### src/rtl/adc_seq_pkg.sv
// Shared definitions for the ADC conversion sequencer.
//   - seq_state_e : sequencer FSM states
//   - CODE_W      : width of one digitiser code
//   - MAX_CODE    : largest legal code (13*512 + 5*128 + 5*32 + 5*8 + 14)
//   - MIN_DIV     : shortest allowed conversion period in clk cycles
//   - clamp_div   : applies the MIN_DIV floor to a requested divider
package adc_seq_pkg;

    localparam int CODE_W   = 13;
    localparam int MAX_CODE = 7510;
    localparam int MIN_DIV  = 4;

    typedef enum logic [2:0] {
        ST_IDLE,
        ST_FLUSH,
        ST_FILL,
        ST_RUN,
        ST_DONE
    } seq_state_e;

    function automatic logic [7:0] clamp_div(input logic [7:0] d);
        return (d < 8'(MIN_DIV)) ? 8'(MIN_DIV) : d;
    endfunction

endpackage

### src/rtl/adc_phase_gen.sv
// Phase generator for the ADC conversion sequencer.
// Runs a period counter pcnt over 0..div_eff-1 and produces the phi1/phi2
// strobes plus a one-cycle wrap pulse on the last cycle of each period.
// Ports:
//   clk, rst    : clock, asynchronous active-high reset
//   load_i      : latch clamp(div_cfg_i) as the period length
//   div_cfg_i   : requested clk cycles per conversion period
//   en_d_i      : phases are active in the next cycle
//   phi1_o      : high while pcnt == 0
//   phi2_o      : high while pcnt == div_eff/2
//   wrap_o      : high while pcnt == div_eff-1 (last cycle of a period)
module adc_phase_gen
    import adc_seq_pkg::*;
(
    input  logic       clk,
    input  logic       rst,
    input  logic       load_i,
    input  logic [7:0] div_cfg_i,
    input  logic       en_d_i,
    output logic       phi1_o,
    output logic       phi2_o,
    output logic       wrap_o
);

    logic [7:0] div_q, div_d;
    logic [7:0] pcnt_q, pcnt_d;
    logic       en_q;
    logic       phi1_q, phi2_q;

    assign div_d  = load_i ? clamp_div(div_cfg_i) : div_q;
    assign wrap_o = en_q && (pcnt_q == div_q - 8'd1);

    // pcnt restarts at 0 on the first active cycle and on every wrap,
    // and is held at 0 while the phases are stopped.
    always_comb begin
        pcnt_d = pcnt_q + 8'd1;
        if (!en_d_i || !en_q || wrap_o)
            pcnt_d = '0;
    end

    // Strobes are registered from the next-cycle count so they line up
    // with pcnt; div_eff/2 >= 2 keeps phi2 clear of phi1.
    always_ff @(posedge clk or posedge rst) begin
        if (rst) begin
            div_q  <= 8'(MIN_DIV);
            pcnt_q <= '0;
            en_q   <= 1'b0;
            phi1_q <= 1'b0;
            phi2_q <= 1'b0;
        end else begin
            div_q  <= div_d;
            pcnt_q <= pcnt_d;
            en_q   <= en_d_i;
            phi1_q <= en_d_i && (pcnt_d == 8'd0);
            phi2_q <= en_d_i && (pcnt_d == (div_d >> 1));
        end
    end

    assign phi1_o = phi1_q;
    assign phi2_o = phi2_q;

endmodule

### src/rtl/adc_conv_sequencer.sv
// Sequencer for the pipelined thermometer-to-binary ADC digitiser.
// Flushes the stage pipeline (pipe_rst), lets it fill, then captures one
// code per conversion period into a one-entry valid/ready output register.
// Bursts of burst_len conversions, or continuous when burst_len == 0.
// Optional feature: define ADC_SEQ_RANGE_CHECK_EN to enable the sticky
// out-of-range flag (code > MAX_CODE); otherwise oor_flag is tied low.
// Ports:
//   clk, rst        : clock, asynchronous active-high reset
//   start, stop     : one-cycle control pulses (stop wins)
//   div_cfg         : clk cycles per conversion period (latched at start)
//   burst_len       : conversions per burst, 0 = continuous (latched at start)
//   adc_code        : assembled code from the datapath
//   phi1_en/phi2_en : phase strobes to the datapath
//   pipe_rst        : datapath pipeline reset
//   sample_data/sample_valid/sample_ready : readout handshake
//   busy, done      : status; done pulses once at burst completion
//   ovr_cnt         : saturating count of dropped samples
//   oor_flag        : sticky out-of-range flag
module adc_conv_sequencer
    import adc_seq_pkg::*;
#(
    parameter int FLUSH_PERIODS = 2,
    parameter int PIPE_DEPTH    = 6,
    parameter int OVR_W         = 8
) (
    input  logic              clk,
    input  logic              rst,
    input  logic              start,
    input  logic              stop,
    input  logic [7:0]        div_cfg,
    input  logic [15:0]       burst_len,
    input  logic [CODE_W-1:0] adc_code,
    output logic              phi1_en,
    output logic              phi2_en,
    output logic              pipe_rst,
    output logic [CODE_W-1:0] sample_data,
    output logic              sample_valid,
    input  logic              sample_ready,
    output logic              busy,
    output logic              done,
    output logic [OVR_W-1:0]  ovr_cnt,
    output logic              oor_flag
);

    seq_state_e        state_q, state_d;
    logic [7:0]        per_q, per_d;
    logic [15:0]       blen_q, blen_d;
    logic [15:0]       scnt_q, scnt_d;
    logic              valid_q, valid_d;
    logic [CODE_W-1:0] data_q, data_d;
    logic [OVR_W-1:0]  ovr_q, ovr_d;
    logic              load, capture, last_cap, wrap, ph_en_d;

    adc_phase_gen u_phase (
        .clk       (clk),
        .rst       (rst),
        .load_i    (load),
        .div_cfg_i (div_cfg),
        .en_d_i    (ph_en_d),
        .phi1_o    (phi1_en),
        .phi2_o    (phi2_en),
        .wrap_o    (wrap)
    );

    assign load     = (state_q == ST_IDLE) && start && !stop;
    assign capture  = (state_q == ST_RUN) && wrap;
    assign last_cap = capture && (blen_q != 16'd0) &&
                      ((17'(scnt_q) + 17'd1) == 17'(blen_q));

    // ---------------- FSM: state register ----------------
    always_ff @(posedge clk or posedge rst) begin
        if (rst) state_q <= ST_IDLE;
        else     state_q <= state_d;
    end

    // ---------------- FSM: next state ----------------
    always_comb begin
        state_d = state_q;
        if (stop) begin
            state_d = ST_IDLE;
        end else begin
            unique case (state_q)
                ST_IDLE:  if (start) state_d = ST_FLUSH;
                ST_FLUSH: if (wrap && per_q == 8'(FLUSH_PERIODS - 1)) state_d = ST_FILL;
                ST_FILL:  if (wrap && per_q == 8'(PIPE_DEPTH - 1))    state_d = ST_RUN;
                ST_RUN:   if (last_cap) state_d = ST_DONE;
                ST_DONE:  state_d = ST_IDLE;
                default:  state_d = ST_IDLE;
            endcase
        end
    end

    // ---------------- FSM: outputs ----------------
    always_comb begin
        busy     = (state_q != ST_IDLE);
        pipe_rst = (state_q == ST_FLUSH);
        done     = (state_q == ST_DONE);
        ph_en_d  = (state_d == ST_FLUSH) || (state_d == ST_FILL) || (state_d == ST_RUN);
    end

    // Period counter for FLUSH/FILL, burst latch, sample counter, output reg.
    always_comb begin
        per_d = per_q;
        if (state_d != state_q)
            per_d = '0;
        else if (wrap && (state_q == ST_FLUSH || state_q == ST_FILL))
            per_d = per_q + 8'd1;

        blen_d = load ? burst_len : blen_q;

        // Sample count sticks at all-ones in continuous mode.
        scnt_d = scnt_q;
        if (load)
            scnt_d = '0;
        else if (capture && scnt_q != 16'hFFFF)
            scnt_d = scnt_q + 16'd1;

        // A capture only lands if the slot is free or draining this cycle;
        // otherwise the new code is dropped and counted.
        valid_d = valid_q;
        data_d  = data_q;
        ovr_d   = ovr_q;
        if (capture) begin
            if (!valid_q || sample_ready) begin
                valid_d = 1'b1;
                data_d  = adc_code;
            end else if (ovr_q != '1) begin
                ovr_d = ovr_q + OVR_W'(1);
            end
        end else if (valid_q && sample_ready) begin
            valid_d = 1'b0;
        end
    end

    always_ff @(posedge clk or posedge rst) begin
        if (rst) begin
            per_q   <= '0;
            blen_q  <= '0;
            scnt_q  <= '0;
            valid_q <= 1'b0;
            data_q  <= '0;
            ovr_q   <= '0;
        end else begin
            per_q   <= per_d;
            blen_q  <= blen_d;
            scnt_q  <= scnt_d;
            valid_q <= valid_d;
            data_q  <= data_d;
            ovr_q   <= ovr_d;
        end
    end

    assign sample_valid = valid_q;
    assign sample_data  = data_q;
    assign ovr_cnt      = ovr_q;

`ifdef ADC_SEQ_RANGE_CHECK_EN
    logic oor_q;
    always_ff @(posedge clk or posedge rst) begin
        if (rst)
            oor_q <= 1'b0;
        else if (load)
            oor_q <= 1'b0;
        else if (capture && adc_code > CODE_W'(MAX_CODE))
            oor_q <= 1'b1;
    end
    assign oor_flag = oor_q;
`else
    assign oor_flag = 1'b0;
`endif

endmodule

### config.mk
export PLATFORM = sky130hd
export DESIGN_NAME = adc_conv_sequencer
export DESIGN_NICKNAME = d
export VERILOG_FILES = /design/src/rtl/adc_seq_pkg.sv /design/src/rtl/adc_phase_gen.sv /design/src/rtl/adc_conv_sequencer.sv
export SDC_FILE = /design/constraint.sdc
export NUM_CORES = 1
export LEC_CHECK = 0
export ABC_AREA = 1
export CORE_MARGIN = 8
export CORE_UTILIZATION = 25
export DETAILED_ROUTE_END_ITERATION = 10
export GPL_ROUTABILITY_DRIVEN = 1
export HOLD_SLACK_MARGIN = 0.03
export PLACE_DENSITY_LB_ADDON = 0.2
export SETUP_SLACK_MARGIN = 0.4
export SKIP_LAST_GASP = 1
export SYNTH_ARGS = -nofsm -noshare
export SYNTH_HDL_FRONTEND = slang
export SYNTH_SLANG_ARGS = --single-unit
### constraint.sdc
create_clock -name clk -period 2.3 [get_ports clk]
set_clock_uncertainty 0.1 [all_clocks]
set_input_delay 0.23 -clock clk [delete_from_list [all_inputs] [get_ports clk]]
set_output_delay 0.23 -clock clk [all_outputs]
set_load 0.005 [all_outputs]
==> results.cfg <==
[status]
status = finished, violations left
violations = negative setup slack

[layout]
fin_cells = 1124
area_growth_pct = 58.4
diodes = 0
nets = 902
drive_gt1_share_pct = 32.7
n_fill_cell = 2051

[die]
pin_count = 70
initial_core_util_pct = 25.5
die_x_um = 157
rows = 51
die_area_um2 = 24700
die_y_um = 157
core_um2 = 19500

[synthesis]
synthCells = 657
synthFlopType = dfrtp_1
synth-edff-count = 0
ys_top_cells_by_area = dfrtp_1 (42%), nand2_1 (13%), inv_1 (6.6%), nand3_1 (5.7%), nor2_1 (4.7%)
synth_area_um2 = 4980
synth.largest_area_cell = dfrtp_1
async_reset_ff_share_pct = 100
syn-num-nets = 705
avgSynthCellArea_um2 = 7.58
synth.top_cell.area_share_pct = 41.7
yosysWarnings = 0
synth_seq_cells = 84
seq_area_frac_synth_pct = 42.2
synth.distinct_cells = 39

[timing]
slew_headroom_pct = 63.0
hold_slack_ns = 0.195
fin_crit_sh_pct = 118
fmax_ghz = 0.370
fin_crit_ns = 2.70
fin_ws_ns = -0.403
finalHoldViolCount = 0
fin_setup_tns_ns = -12.03
grt_setup_unrepaired = yes
tightest_slew_ns = 0.555
finalSetupViolations = 59
slew_viol_final = 0

[clocking]
clk_latency_ns = 0.35
cts_buffers = 9
cts_max_level = 3
cts_tree = built
clock-sinks = 84
cts_root_buf = clkbuf_16
path_clk_slew_ns = 0.06
clk_path_buf_depth = 2
hold_buffers = 0

[global_route]
antenna_found_initial = 0
overflow = 0
grt_max_degree = 85
grt.total_usage_pct = 12.8
grt_pass1_vias = 4974
grt_pass1_wl_mm = 24.9

[place]
dp_cells = 1089
pre_cts_ws_ns = -0.448
hpwlAfterDp_mm = 11.2
gp_congestion = 0.788
port_buffers = 68

[setup_path]
slowest_delay_ns = 0.38
cp-start-kind = flop
crit_fanout = 4
cp-end-kind = flop
arrival_ns = 2.88
crit_path_start = u_phase.div_q[1]
timing.rr.start = u_phase.div_q[1]
ff2ff_setup_slack_ns = -0.40
required_ns = 2.48
critPathKind = reg -> reg
r2r_cells = 21
crit_end = u_phase.phi1_o
cp_slowest_cell = dfrtp_1
cp_common_cell = nand2_4
reg2reg_to = u_phase.phi1_o
path_cells = inv_2 > ha_4 > xnor2_2 > nor2_2 > nand2_1 > nor2_1 > nand2_1 > nor2_4 > buf_6 > nand4_4 > nor2_4 > nand2_4 > nand2_4 > nand2_4 > nand2_8 > nand2_8 > nand2_4 > nor2_2 > nor2_2 > nand4_1 > nor2_1

[pwr]
power_density_nw_per_um2 = 530
p_leak_nw = 3.74
p_total_w = 0.00418
irDropWorstVdd_mv = 0.431

[job]
max_cap_viol_count = 0

[detailed_routing]
vias = 4822
dr.pass1.iters = 5
drt_iter0_markers = 252
wirelength_mm = 15.2
viasPerCell = 4.29
ant_nets = 0
drc_errors = 0
routedWlPerCell_um = 13.5

[min_path]
hold_path.class = in -> async
## cells in the final DEF, fill, tap and decap left out, types with 3 or more instances in the layout
master           count
nand3_2             10
xor2_2               3
nor4_1               3
nor2_2              16
clkbuf_16            9
o22ai_2              8
nand2_8              5
or2_2                5
nor3_1               6
inv_2               12
buf_4              105
nand3_1             45
o21ai_0             22
nand2_1            151
xor2_1              14
inv_1               80
ha_1                 4
a21oi_1              3
dfrtp_2              3
buf_12               4
mux2_2              13
o21ai_1             11
nand3_4              4
dfrtp_1             80
nor2_4               9
nand2_2             14
nand4_1             19
nand3b_1             4
buf_6               17
nor3_4               4
nand2_4             11
nor3_2               4
nor2_1              52
clkdlybuf4s50_1     65
xnor2_1              8
clkinvlp_4           3
## worst min path at each step
stage / from / end / slack, ns / depth (start not counted)
2_1_floorplan: burst_len[7] / blen_q[7] / 0.25 / 2
3_3_place_gp: sample_data[10] / sample_data[10] / 0.39 / 1
3_5_place_dp: sample_data[9] / sample_data[9] / 0.39 / 1
4_1_cts: rst / u_phase.phi1_o / 0.27 / 3
5_1_grt: rst / u_phase.phi1_o / 0.30 / 3
6_report: rst / u_phase.phi1_o / 0.19 / 3
## layer usage
layer | share of wire, % | vias to the layer above | GRT usage [%] | routed length (µm)
li1 | - | 2494 | - | -
met1 | 47 | 2272 | 16.1 | 7230
met2 | 49 | 45 | 21.9 | 7500
met3 | 2.0 | 11 | 2.28 | 311
met4 | 1.2 | 0 | 3.99 | 190
met5 | 0 | - | 0 | 0
## what timing repair did
item	in CTS	in global routing
setup endpoints to repair	63	63
buffers inserted	12	4
resized for setup	83	52
cloned	3	0
pin swaps	26	37
## sequential cells by signal, indices dropped and copies added, names as in the netlist
name            count
state_q             3
sample_data        13
u_phase.pcnt_q      8
sample_valid        1
u_phase.div_q       8
u_phase.en_q        1
u_phase.phi1_o      1
u_phase.phi2_o      1
per_q               8
ovr_cnt             8
blen_q             16
scnt_q             16
## cells in the mapped netlist, types with 6 or more instances
cell,instances
nand3_1,57
dfrtp_1,83
o21ai_0,27
inv_1,87
nor2_2,11
o21ai_1,7
mux2_2,14
nor3_1,13
nand4_1,19
inv_2,9
ha_1,6
xnor2_1,10
nor2_1,62
a21oi_1,7
nand2_1,170
xor2_1,17
o22ai_1,9
nand2_2,7
## layout make-up
cell class	instances	area, µm²	share of cell area [%]
multi-input cells	467	3010	38.1
flip-flops and latches	84	2110	26.7
repair buffers	194	1740	22.1
inverters	98	385	4.88
well taps	265	332	4.20
clock buffers	11	233	2.95
clock inverters	5	85.1	1.08
## critical path: cells and delay by family (launching register included)
family	cells	cell delay [ns]
flip-flops	1	0.38
adder cells (fa/ha/maj)	1	0.21
AND/OR/NAND/NOR	17	1.62
XOR/XNOR	1	0.13
buffers and inverters	2	0.20
## stage by stage
stage | area, µm² | utilization [%]
after detailed placement | 6840 | 35.0
after CTS | 7600 | 38.9
after floorplan | 5050 | -
after global routing | 7890 | 40.4
after global placement | 6840 | 35.0
final | 7890 | 40.4
## cell families (layout without fill, tap and decap cells)
kind of cell | after synthesis | after routing | synth area share, %
AOI/OAI and AO/OA | 51 | 51 | 5.42
xor gates and xnor gates | 29 | 29 | 5.68
DFF | 84 | 84 | 42.2
adders and majority gates | 6 | 6 | 1.51
other | 1 | 1 | 0.0753
muxes | 14 | 14 | 3.16
and+or+nand+nor | 364 | 366 | 33.5
buffers and inverters | 108 | 308 | 8.46
## report_power, final
group,switching (W),internal (W),total (W),leakage (nW)
Combinational,0.000490,0.000449,0.000939,2.49
Clock,0.000634,0.000959,0.00159,0.150
Sequential,0.0000862,0.00156,0.00165,1.11
Total,0.00121,0.00297,0.00418,3.74
No activity file was read; power rests on OpenSTA's default activity.
